File: src/rtl/iot_feeder_if.sv
// Purpose : bundles the record handshake and the filter-side byte bus of iot_feeder.
// Latency : none (wires only).
// Backpressure: rec_ready toward the record source, busy from the filter.
// Ports   : rec_valid/rec_data/rec_ready (record in), fn_req (requested function),
//           busy (filter stall), in_en/iot_in (byte out), fn_sel (function out),
//           round_done (end-of-round pulse).
interface iot_feeder_if;
  logic         rec_valid;
  logic [127:0] rec_data;
  logic         rec_ready;
  logic [2:0]   fn_req;
  logic         busy;
  logic         in_en;
  logic [7:0]   iot_in;
  logic [2:0]   fn_sel;
  logic         round_done;

  // Environment side: record source plus filter.
  modport master (
    output rec_valid, rec_data, fn_req, busy,
    input  rec_ready, in_en, iot_in, fn_sel, round_done
  );

  // Feeder side.
  modport slave (
    input  rec_valid, rec_data, fn_req, busy,
    output rec_ready, in_en, iot_in, fn_sel, round_done
  );
endinterface

File: src/rtl/iot_feeder.sv
// Purpose : buffers 128-bit records and streams each as 16 MSB-first bytes to the filter.
// Latency : first byte one edge after a push into an empty FIFO; 16 cycles per record.
// Backpressure: rec_ready = !full && !rst; busy only holds off a record start at a boundary.
// Ports   : clk, rst (sync, active-high); bus (slave): rec_valid/rec_data/rec_ready,
//           fn_req, busy, in_en/iot_in, fn_sel, round_done.
module iot_feeder #(
  parameter int DEPTH          = 2,
  parameter int RECS_PER_ROUND = 8
) (
  input  logic         clk,
  input  logic         rst,
  iot_feeder_if.slave  bus
);

  localparam int AW = (DEPTH > 1) ? $clog2(DEPTH) : 1;
  localparam int CW = $clog2(DEPTH + 1);
  localparam int RW = (RECS_PER_ROUND > 1) ? $clog2(RECS_PER_ROUND) : 1;

  typedef enum logic {IDLE, SEND} state_t;

  state_t        state_q, state_d;

  // Record FIFO
  logic [127:0]  mem_q [DEPTH];
  logic [AW-1:0] wr_ptr_q, wr_ptr_d;
  logic [AW-1:0] rd_ptr_q, rd_ptr_d;
  logic [CW-1:0] cnt_q, cnt_d;
  logic          full, empty, push, pop;

  // Record in flight
  logic [127:0]  sreg_q, sreg_d;
  logic [3:0]    bidx_q, bidx_d;
  logic [RW-1:0] ridx_q, ridx_d;
  logic          last_q, last_d;   // record in flight closes its round

  // Registered outputs
  logic          in_en_q, in_en_d;
  logic [7:0]    iot_in_q, iot_in_d;
  logic [2:0]    fn_sel_q, fn_sel_d;
  logic          round_done_q, round_done_d;

  assign full          = (cnt_q == CW'(DEPTH));
  assign empty         = (cnt_q == '0);
  assign bus.rec_ready = !full && !rst;
  assign push          = bus.rec_valid && bus.rec_ready;

  assign bus.in_en      = in_en_q;
  assign bus.iot_in     = iot_in_q;
  assign bus.fn_sel     = fn_sel_q;
  assign bus.round_done = round_done_q;

  always_comb begin
    state_d      = state_q;
    sreg_d       = sreg_q;
    bidx_d       = bidx_q;
    ridx_d       = ridx_q;
    last_d       = last_q;
    in_en_d      = in_en_q;
    iot_in_d     = iot_in_q;
    fn_sel_d     = fn_sel_q;
    round_done_d = 1'b0;
    pop          = 1'b0;
    wr_ptr_d     = wr_ptr_q;
    rd_ptr_d     = rd_ptr_q;
    cnt_d        = cnt_q;

    if (state_q == SEND && bidx_q != 4'd15) begin
      // Mid-record: busy is deliberately ignored so the 16 bytes stay contiguous.
      iot_in_d = sreg_q[{bidx_q, 3'b000} +: 8];
      bidx_d   = bidx_q - 4'd1;
    end else begin
      // Record boundary: IDLE, or SEND with bidx wrapped to 15 after byte 0 went out.
      if (state_q == SEND) begin
        round_done_d = last_q;
      end
      if (!empty && !bus.busy) begin
        pop      = 1'b1;
        sreg_d   = mem_q[rd_ptr_q];
        iot_in_d = mem_q[rd_ptr_q][127:120];
        in_en_d  = 1'b1;
        bidx_d   = 4'd14;
        state_d  = SEND;
        last_d   = (ridx_q == RW'(RECS_PER_ROUND - 1));
        if (ridx_q == '0) begin
          fn_sel_d = bus.fn_req;
        end
        if (ridx_q == RW'(RECS_PER_ROUND - 1)) begin
          ridx_d = '0;
        end else begin
          ridx_d = ridx_q + RW'(1);
        end
      end else begin
        in_en_d = 1'b0;
        state_d = IDLE;
      end
    end

    if (push) begin
      wr_ptr_d = wr_ptr_q + AW'(1);
    end
    if (pop) begin
      rd_ptr_d = rd_ptr_q + AW'(1);
    end
    unique case ({push, pop})
      2'b10:   cnt_d = cnt_q + CW'(1);
      2'b01:   cnt_d = cnt_q - CW'(1);
      default: cnt_d = cnt_q;
    endcase
  end

  // Storage needs no reset: occupancy and pointers decide what is valid.
  always_ff @(posedge clk) begin
    if (push) begin
      mem_q[wr_ptr_q] <= bus.rec_data;
    end
  end

  always_ff @(posedge clk) begin
    if (rst) begin
      state_q      <= IDLE;
      wr_ptr_q     <= '0;
      rd_ptr_q     <= '0;
      cnt_q        <= '0;
      sreg_q       <= '0;
      bidx_q       <= 4'd15;
      ridx_q       <= '0;
      last_q       <= 1'b0;
      in_en_q      <= 1'b0;
      iot_in_q     <= '0;
      fn_sel_q     <= '0;
      round_done_q <= 1'b0;
    end else begin
      state_q      <= state_d;
      wr_ptr_q     <= wr_ptr_d;
      rd_ptr_q     <= rd_ptr_d;
      cnt_q        <= cnt_d;
      sreg_q       <= sreg_d;
      bidx_q       <= bidx_d;
      ridx_q       <= ridx_d;
      last_q       <= last_d;
      in_en_q      <= in_en_d;
      iot_in_q     <= iot_in_d;
      fn_sel_q     <= fn_sel_d;
      round_done_q <= round_done_d;
    end
  end

endmodule

File: src/flat_wrapper.sv
// flat-port wrapper written by rule: the top's interface ports become plain ports
module iot_feeder_flat 
#(
  parameter int DEPTH          = 2,
  parameter int RECS_PER_ROUND = 8
)
  (clk, rst, bus_rec_valid, bus_rec_data, bus_fn_req, bus_busy, bus_rec_ready, bus_in_en, bus_iot_in, bus_fn_sel, bus_round_done);
  iot_feeder_if bus_i ();
  input  logic clk;
  input  logic rst;
  input wire logic [$bits(bus_i.rec_valid)-1:0] bus_rec_valid;
  input wire logic [$bits(bus_i.rec_data)-1:0] bus_rec_data;
  input wire logic [$bits(bus_i.fn_req)-1:0] bus_fn_req;
  input wire logic [$bits(bus_i.busy)-1:0] bus_busy;
  output wire logic [$bits(bus_i.rec_ready)-1:0] bus_rec_ready;
  output wire logic [$bits(bus_i.in_en)-1:0] bus_in_en;
  output wire logic [$bits(bus_i.iot_in)-1:0] bus_iot_in;
  output wire logic [$bits(bus_i.fn_sel)-1:0] bus_fn_sel;
  output wire logic [$bits(bus_i.round_done)-1:0] bus_round_done;
  assign bus_i.rec_valid = bus_rec_valid;
  assign bus_i.rec_data = bus_rec_data;
  assign bus_i.fn_req = bus_fn_req;
  assign bus_i.busy = bus_busy;
  assign bus_rec_ready = bus_i.rec_ready;
  assign bus_in_en = bus_i.in_en;
  assign bus_iot_in = bus_i.iot_in;
  assign bus_fn_sel = bus_i.fn_sel;
  assign bus_round_done = bus_i.round_done;
  iot_feeder #(.DEPTH(DEPTH), .RECS_PER_ROUND(RECS_PER_ROUND)) u_core (.clk(clk), .rst(rst), .bus(bus_i));
endmodule
File: config.mk
export PLATFORM = sky130hd
export DESIGN_NAME = iot_feeder_flat
export DESIGN_NICKNAME = d
export VERILOG_FILES = /design/src/rtl/iot_feeder_if.sv /design/src/rtl/iot_feeder.sv /design/src/flat_wrapper.sv
export SDC_FILE = /design/constraint.sdc
export NUM_CORES = 1
export LEC_CHECK = 0
export ABC_CLOCK_PERIOD_IN_PS = 9000
export CAP_MARGIN = 20
export CORE_MARGIN = 5
export CORE_UTILIZATION = 50
export CTS_CLUSTER_DIAMETER = 150
export DETAILED_ROUTE_END_ITERATION = 8
export GPL_ROUTABILITY_DRIVEN = 0
export PLACE_DENSITY = 0.71
export SLEW_MARGIN = 0
export SYNTH_ARGS = -nofsm -noshare
export SYNTH_HDL_FRONTEND = slang
export SYNTH_SLANG_ARGS = --single-unit
File: constraint.sdc
create_clock -name clk -period 9 [get_ports clk]
set_input_delay 1.8 -clock clk [delete_from_list [all_inputs] [get_ports clk]]
set_output_delay 1.8 -clock clk [all_outputs]
set_load 0.05 [all_outputs]
==> results of run 1 <==
## tightest hold or removal path: stages, from the launching register on
cell     delay [ps]
dfxtp_1         310
nand2_1          50
nor3_1           30
## area by class of cell
class | instances | area (sq um) | area share (%)
clock buffers | 53 | 1220 | 6.47
clock inverters | 23 | 264 | 1.40
inverters | 10 | 42.5 | 0.226
multi-input cells | 531 | 4440 | 23.6
flip-flops and latches | 410 | 10800 | 57.3
well taps | 396 | 495 | 2.64
repair buffers | 159 | 1560 | 8.31
## through the flow
step | power [mW] | setup WS [ps]
floorplan | 3.25 | 724
global placement | 3.52 | 3530
detailed placement | 3.55 | 3450
CTS | 5.37 | 3470
global route | 5.56 | 3360
finish | 5.33 | 3460
## per-layer routing
metal	vias to the layer above	track usage [%]	routed length, microns	share of wire (%)
met5	-	0	11	0.034
met4	2	4.06	425	1.3
met3	39	3.66	2070	6.4
met2	231	27.4	14800	45
met1	4285	27.5	15200	47
li1	4185	-	-	-
## placed cells by master, fill, tap and decap left out, types with 3 or more instances in the layout
master             n
or3_1              3
nor2_1           144
xnor2_1            3
buf_4             12
dfxtp_1          153
bufinv_16          5
nand2_1           21
clkinv_2          10
clkdlybuf4s50_1  147
clkbuf_8           6
clkinv_4           3
o21ai_0            4
a211oi_1         109
mux4_1            23
mux2_2             8
a211oi_2          19
mux4_2             9
a21oi_1           15
clkinvlp_4         3
edfxtp_1         256
inv_1              8
ha_1               6
mux2i_1          139
o221ai_1           8
clkbuf_16         45
## worst max path at each step
stage                     start            endpoint  cells past startpoint
after floorplan             rst  u_core.mem_q[0][0]                      4
after CTS                   rst       bus_rec_ready                      4
after detailed placement    rst       bus_rec_ready                      4
after global routing        rst       bus_rec_ready                      4
after global placement      rst       bus_rec_ready                      4
final                       rst       bus_rec_ready                      4
## power groups by stage
stage / clock network [mW] / registers [mW] / logic (mW)
floorplan: 0 / 2.45 / 0.800
global placement: 0 / 2.48 / 1.04
detailed placement: 0 / 2.49 / 1.06
CTS: 1.85 / 2.45 / 1.07
global route: 1.93 / 2.48 / 1.15
finish: 1.82 / 2.46 / 1.05
## cell families (layout without fill, tap and decap cells)
kind of cell,count (synthesis),count (layout),synth area share (%)
compound gates,163,163,8.41
xor+xnor,4,4,0.225
fa+ha+maj,6,6,0.481
buf+inv,79,245,2.61
flops,410,410,69.0
mux,179,179,14.7
simple gates,179,179,4.56
## sequential cells by signal, summed over array words and instances (netlist names), named ones only
name                   cells
u_core.last_q              1
u_core.mem_q             256
u_core.bus.in_en           1
u_core.rd_ptr_q            1
u_core.cnt_q               2
u_core.ridx_q              3
u_core.bus.round_done      1
u_core.bus.fn_sel          3
u_core.bus.iot_in          8
u_core.wr_ptr_q            1
u_core.sreg_q            128
u_core.bidx_q              4
==> results_dict.tcl, run 1 <==
set metrics [dict create \
    outcome "finished clean" \
    syn2layout_area_growth_pct 20.5 \
    path_cells "buf_4 > inv_1 > o21a_1 > clkdlybuf4s50_1" \
    p_switching_mw 1.48 \
    rows 64 \
    synth.avg_cell_area_sq_um 15.3 \
    setup_viol 0 \
    synth_seq_cells 410 \
    seqPwrFrac_pct 46.1 \
    worst_slew_pin_slew_ps 1110 \
    yosysWarnings 0 \
    viasPerCell 5.53 \
    crit_slowest_cell "clkdlybuf4s50_1" \
    clk_path_buf_depth 3 \
    antenna_found_initial 1 \
    ys.flop_type "edfxtp_1" \
    fin_crit_sh_pct 61.5 \
    hold_violations 0 \
    grt.overflow.total 0 \
    drc_errors 0 \
    clkTransAtPathRegs_ps 60 \
    vias 8742 \
    comb_power_share_pct 19.8 \
    fin_skew_ps 10.6 \
    port_buffers 148 \
    end_kind "output port" \
    hold-path-endpoint "u_core.bus.round_done" \
    clk_latency_ps 530 \
    maxSlewViolCount 0 \
    design_area_sq_um 18800 \
    post-cts-setup-buffers 0 \
    yosys-top-cells-area "edfxtp_1 49%, dfxtp_1 20%, mux2i_1 8.9%" \
    first_iter_violations 668 \
    synth_cell_types 39 \
    regToRegStartpoint "u_core.cnt_q[0]" \
    grt_pass1_wl_microns 50500 \
    die-area_sq_um 34800 \
    routedWlPerCell_microns 20.6 \
    vdd_drop_max_v 0.000165 \
    synthesis.area_sq_um 15600 \
    slew_headroom_pct 25.7 \
    crit_required_ps 7200 \
    reg2reg_to "u_core.rd_ptr_q" \
    powerDensity_nw_per_um2 284 \
    whs_path_depth 2 \
    critPathMaxStageDelay_ps 710 \
    die_x_microns 187 \
    antenna_left 0 \
    fin_util_pct 61.3 \
    drt_wl_total_microns 32500 \
    cts_tree "yes" \
    maxCapViolCount 0 \
    fill_cells 2262 \
    crit_family "buffers and inverters" \
    worstSetupStartpointType "primary input" \
    r2r_slack_ps 5900 \
    reg2reg_depth 6 \
    grt_pass1_vias 8777 \
    clockRootBuffer "clkbuf_16" \
    layout-drive-gt1-share_pct 11.0 \
    fmax_ghz 0.181 \
    htreeDepth 2 \
    hold_path_class "reg -> reg" \
    syn-instance-count 1020 \
    critPathKind "in -> out" \
    dieHeight_microns 187 \
    core_sq_um 30700 \
    async_flop_share_pct 0 \
    tns_ps 0 \
    placed_cells 1506 \
    cts-resized-gates 0 \
    cts_hold_buf 0 \
    first_pass_iters 5 \
    path_max_fanout 79 \
    synth_enable_flop_cells 256 \
    ys_top_cells_by_count "256 x edfxtp_1, 154 x dfxtp_1, 146 x nor2_1" \
    yosysMostFrequentCell "edfxtp_1" \
    hpwl_microns 21100 \
    whs_ps 435 \
    p_int_mw 3.85 \
    diodes 0 \
    p_clk_share_pct 34.1 \
    grt_max_degree 109 \
    switching_share_pct 27.7 \
    cts.sinks 410 \
    grt_setup_unrepaired "no" \
    fin_crit_ps 5540 \
    yosys.area.top_type_share_pct 49.3 \
    holdCritStartpoint "u_core.last_q" \
    yosysSeqAreaShare_pct 69.0 \
    finalNetCount 1294 \
    p_leak_nw 6.25 \
    crit_arrival_ps 3740 \
    start_util_pct 50.9 \
    synth_fp_nets 1161 \
    yosysTopAreaCell "edfxtp_1" \
    finish.cell_count_without_fillers 1582 \
    critical_path_buf_inv_count 3 \
    pin_count 149 \
    cts_inserted_buffers 41 \
    placedInstanceArea_sq_um 17300 \
    track_usage_pct 18.1 \
]
Power figures use the tool's default switching activity.
==> run 2: changes to the inputs <==
--- a/config.mk
+++ b/config.mk
@@ -5,7 +5,7 @@
 export SDC_FILE = /design/constraint.sdc
 export NUM_CORES = 1
 export LEC_CHECK = 0
-export ABC_CLOCK_PERIOD_IN_PS = 9000
+export ABC_CLOCK_PERIOD_IN_PS = 5800
 export CAP_MARGIN = 20
 export CORE_MARGIN = 5
 export CORE_UTILIZATION = 50
==> constraint.sdc (replaced) <==
create_clock -name clk -period 5.8 [get_ports clk]
set_input_delay 1.16 -clock clk [delete_from_list [all_inputs] [get_ports clk]]
set_output_delay 1.16 -clock clk [all_outputs]
set_load 0.05 [all_outputs]
==> results_dict.tcl, run 2 (synthesis results as in run 1) <==
set metrics [dict create \
    track_usage_pct 17.7 \
    top_register "u_core.mem_q" \
    fin_crit_sh_pct 62.5 \
    syn2layout_area_growth_pct 19.2 \
    cts_hold_buf 0 \
    path_cells "buf_4 > inv_1 > o21a_1 > clkdlybuf4s50_1" \
    pin_count 149 \
    clockRootBuffer "clkbuf_16" \
    regToRegStartpoint "u_core.bidx_q[1]" \
    cp-endpoint "bus_rec_ready" \
    outcome "finished clean" \
    hold_path_class "reg -> reg" \
    end_kind "output port" \
    final_cell_mix "256 x edfxtp_1, 153 x dfxtp_1, 147 x clkdlybuf4s50_1" \
    largest_reg_flops 256 \
    clk_path_buf_depth 3 \
    placedInstanceArea_sq_um 17400 \
    maxSlewViolCount 0 \
    critPathKind "in -> out" \
    crit_family "buffers and inverters" \
    hpwl_microns 21000 \
    viasPerCell 5.54 \
    slew_headroom_pct 37.8 \
    cts-resized-gates 0 \
    grt_max_degree 103 \
    grt_setup_unrepaired "no" \
    antenna_found_initial 1 \
    cts_inserted_buffers 40 \
    reg2reg_to "u_core.sreg_q[20]" \
    design_area_sq_um 18600 \
    crit_required_ps 4640 \
    drt_wl_total_microns 32100 \
    crit_slowest_cell "clkdlybuf4s50_1" \
    die_x_microns 187 \
    crit_path_start "rst" \
    core_sq_um 30700 \
    rows 64 \
    fill_cells 2297 \
    drc_errors 0 \
    layout-drive-gt1-share_pct 9.54 \
    port_buffers 148 \
    crit_arrival_ps 2460 \
    routedWlPerCell_microns 20.3 \
    p_leak_nw 6.13 \
    fmax_ghz 0.276 \
    setup_viol 0 \
    grt_pass1_wl_microns 49000 \
    preCtsSetupSlack_ps 1840 \
    cts_tree "yes" \
    finalNetCount 1296 \
    worstSetupStartpointType "primary input" \
    powerDensity_nw_per_um2 423 \
    path_max_fanout 7 \
    dieHeight_microns 187 \
    first_iter_violations 684 \
    setup_ws_ps 2180 \
    power_mw 7.87 \
    tns_ps 0 \
    antenna_left 0 \
    critical_path_buf_inv_count 3 \
    die-area_sq_um 34800 \
    clkTransAtPathRegs_ps 60 \
    clk_latency_ps 520 \
    critPathMaxStageDelay_ps 810 \
    r2r_slack_ps 2620 \
    reg2reg_depth 8 \
    first_pass_iters 5 \
    whs_ps 446 \
    cts.sinks 410 \
    worst_slew_pin_slew_ps 933 \
    grt.overflow.total 0 \
    fin_skew_ps 14.1 \
    htreeDepth 2 \
    maxCapViolCount 0 \
    cp.depth 4 \
    vias 8765 \
    fin_crit_ps 3620 \
    post-cts-setup-buffers 0 \
    hold_violations 0 \
    grt_pass1_vias 8556 \
    final_common_cell "edfxtp_1" \
    vdd_drop_max_v 0.000194 \
    start_util_pct 50.9 \
]
[run 2: stage by stage]
stage / cells / util [%]
6_report: 1581 / 60.6
3_5_place_dp: 1508 / 56.6
5_1_grt: 1580 / 60.6
4_1_cts: 1579 / 60.5
3_3_place_gp: 1508 / 56.6
2_1_floorplan: 1020 / -
[run 2: per-layer routing]
layer	track usage, %	part of all wire (%)	vias to the layer above
li1	-	-	4190
met1	26.9	47	4299
met2	26.5	45	245
met3	3.77	6.3	31
met4	3.84	1.3	0
met5	0	0	-
[run 2: worst min-delay path by stage]
stage                  start               endpoint  slack, ps  cells after the start
4_1_cts        u_core.last_q  u_core.bus.round_done        450                      2
3_3_place_gp   u_core.last_q  u_core.bus.round_done        440                      2
6_report       u_core.last_q  u_core.bus.round_done        450                      2
2_1_floorplan  u_core.last_q  u_core.bus.round_done        410                      2
3_5_place_dp   u_core.last_q  u_core.bus.round_done        440                      2
5_1_grt        u_core.last_q  u_core.bus.round_done        470                      2
[run 2: final cells by class]
type,count,area [sq um],share of cell area [%]
antenna,1,2.50,0.0135
clock buffer,60,1160,6.23
clock inverter,11,51.3,0.276
inverter,10,42.5,0.229
multi-input combinational,531,4440,23.9
sequential,410,10800,58.0
tap,396,495,2.67
timing repair buffer,162,1630,8.76
[run 2: tightest hold or removal path, stage by stage, from the launching register on]
cell and delay [ps]:
dfxtp_1 310, nand2_1 50, nor3_1 40
[run 2: where the power goes]
part / switching, mW / total [mW] / internal, mW
Sequential: 0.266 / 3.80 / 3.54
Combinational: 0.936 / 1.67 / 0.735
Clock: 1.02 / 2.39 / 1.38
==> run 3: changes to the inputs <==
--- a/config.mk
+++ b/config.mk
@@ -5,14 +5,14 @@
 export SDC_FILE = /design/constraint.sdc
 export NUM_CORES = 1
 export LEC_CHECK = 0
-export ABC_CLOCK_PERIOD_IN_PS = 5800
+export ABC_CLOCK_PERIOD_IN_PS = 3300
 export CAP_MARGIN = 20
 export CORE_MARGIN = 5
 export CORE_UTILIZATION = 50
 export CTS_CLUSTER_DIAMETER = 150
 export DETAILED_ROUTE_END_ITERATION = 8
 export GPL_ROUTABILITY_DRIVEN = 0
-export PLACE_DENSITY = 0.71
+export PLACE_DENSITY = 0.74
 export SLEW_MARGIN = 0
 export SYNTH_ARGS = -nofsm -noshare
 export SYNTH_HDL_FRONTEND = slang
==> constraint.sdc (replaced) <==
create_clock -name clk -period 3.3 [get_ports clk]
set_input_delay 0.66 -clock clk [delete_from_list [all_inputs] [get_ports clk]]
set_output_delay 0.66 -clock clk [all_outputs]
set_load 0.05 [all_outputs]
==> results_dict.tcl, run 3 (synthesis results as in run 1) <==
set metrics [dict create \
    hold-path-endpoint "u_core.bidx_q[3]" \
    maxCapViolCount 0 \
    path_cells "clkdlybuf4s50_1" \
    routedWlPerCell_microns 20.4 \
    cts_inserted_buffers 41 \
    setup_viol 0 \
    port_buffers 148 \
    end_kind "output port" \
    track_usage_pct 18.0 \
    design_area_sq_um 18800 \
    grt_pass1_vias 8926 \
    maxSlewViolCount 0 \
    die-area_sq_um 34800 \
    fin_skew_ps 15.7 \
    grt.overflow.total 0 \
    post-cts-setup-buffers 0 \
    final_common_cell "edfxtp_1" \
    holdCritStartpoint "rst" \
    hold_violations 0 \
    fin_crit_sh_pct 78.8 \
    crit_family "buffers and inverters" \
    cts_hold_buf 0 \
    clk_latency_ps 530 \
    regArea_sq_um 10800 \
    drt_wl_total_microns 32500 \
    critPathKind "reg -> out" \
    whs_path_depth 3 \
    critical_path_buf_inv_count 1 \
    fin_util_pct 61.4 \
    layout-drive-gt1-share_pct 10.7 \
    largest_reg_flops 256 \
    cts_tree "yes" \
    placedInstanceArea_sq_um 17500 \
    path_max_fanout 8 \
    drc_errors 0 \
    grt_pass1_wl_microns 49900 \
    vdd_drop_max_v 0.000348 \
    placed_cells 1514 \
    whs_ps 401 \
    finalNetCount 1302 \
    grt_max_degree 120 \
    reg2reg_depth 8 \
    p_leak_nw 6.25 \
    antenna_left 0 \
    clk_path_buf_depth 3 \
    regToRegStartpoint "u_core.bidx_q[1]" \
    dieHeight_microns 187 \
    die_x_microns 187 \
    htreeDepth 2 \
    fin_crit_ps 2600 \
    cts.sinks 410 \
    fill_cells 2278 \
    start_util_pct 50.9 \
    critPathMaxStageDelay_ps 880 \
    grt_setup_unrepaired "no" \
    hpwl_microns 21400 \
    final_cell_mix "256 x edfxtp_1, 153 x dfxtp_1, 146 x clkdlybuf4s50_1" \
    outcome "finished clean" \
    first_iter_violations 744 \
    vias 8863 \
    core_sq_um 30700 \
    viasPerCell 5.57 \
    worstSetupStartpointType "flip-flop" \
    powerDensity_nw_per_um2 757 \
    crit_slowest_cell "clkdlybuf4s50_1" \
    power_mw 14.2 \
    first_pass_iters 5 \
    syn2layout_area_growth_pct 20.7 \
    crit_required_ps 2640 \
    rows 64 \
    multiInputGateArea_sq_um 4440 \
    crit_arrival_ps 1940 \
    diodes 0 \
    hold_path_class "in -> reg" \
    clkTransAtPathRegs_ps 60 \
    worst_slew_pin_slew_ps 1090 \
    antenna_found_initial 1 \
    slew_headroom_pct 27.4 \
    cts-resized-gates 0 \
    reg2reg_to "u_core.sreg_q[40]" \
    clockRootBuffer "clkbuf_16" \
    pin_count 149 \
    top_register "u_core.mem_q" \
    r2r_slack_ps 1030 \
    finish.cell_count_without_fillers 1590 \
    fmax_ghz 0.385 \
]
==> run 3: cell count changes in the layout (fill, tap and decap cells not counted), moves of 2 or more <==
cell and change:
clkbuf_16 +3, buf_12 +5, bufinv_16 +2, clkbuf_1 -2
buf_4 +2
==> run 3: layout make-up <==
cell class                      count  share of cell area [%]
Clock buffer                       62                    6.58
Sequential cell                   410                    57.2
Clock inverter                     14                   0.645
Inverter                           10                   0.266
Timing Repair Buffer              167                    9.07
Multi-Input combinational cell    531                    23.6
Tap cell                          396                    2.63
==> run 3: worst max-delay path by stage <==
| stage | start | endpoint | cells after the start |
|---|---|---|---|
| final | u_core.bus.in_en | bus_in_en | 1 |
| after global placement | bus_rec_valid | u_core.mem_q[1][7] | 4 |
| after global routing | u_core.bus.in_en | bus_in_en | 1 |
| after CTS | u_core.bus.in_en | bus_in_en | 1 |
| after detailed placement | bus_rec_valid | u_core.mem_q[0][81] | 4 |
| after floorplan | rst | u_core.mem_q[1][0] | 4 |
==> run 3: per-layer routing <==
| metal | up-vias | share of wire [%] | track usage, % |
|---|---|---|---|
| li1 | 4205 | - | - |
| met1 | 4344 | 46 | 26.7 |
| met2 | 271 | 46 | 27.5 |
| met3 | 41 | 6.4 | 3.61 |
| met4 | 2 | 1.8 | 4.54 |
| met5 | - | 0.040 | 0 |
==> run 3: report_power, final <==
group          leakage (nW)  switching [mW]  internal [mW]
clock                 0.668            1.83           2.75
sequential             3.61           0.488           6.22
combinational          1.97            1.64           1.32
==> run 3: per-stage QoR <==
| stage | TNS, ps | worst slack, ps |
|---|---|---|
| floorplan | -45990 | -194 |
| global placement | 0 | 833 |
| detailed placement | 0 | 844 |
| CTS | 0 | 677 |
| global route | 0 | 644 |
| finish | 0 | 700 |
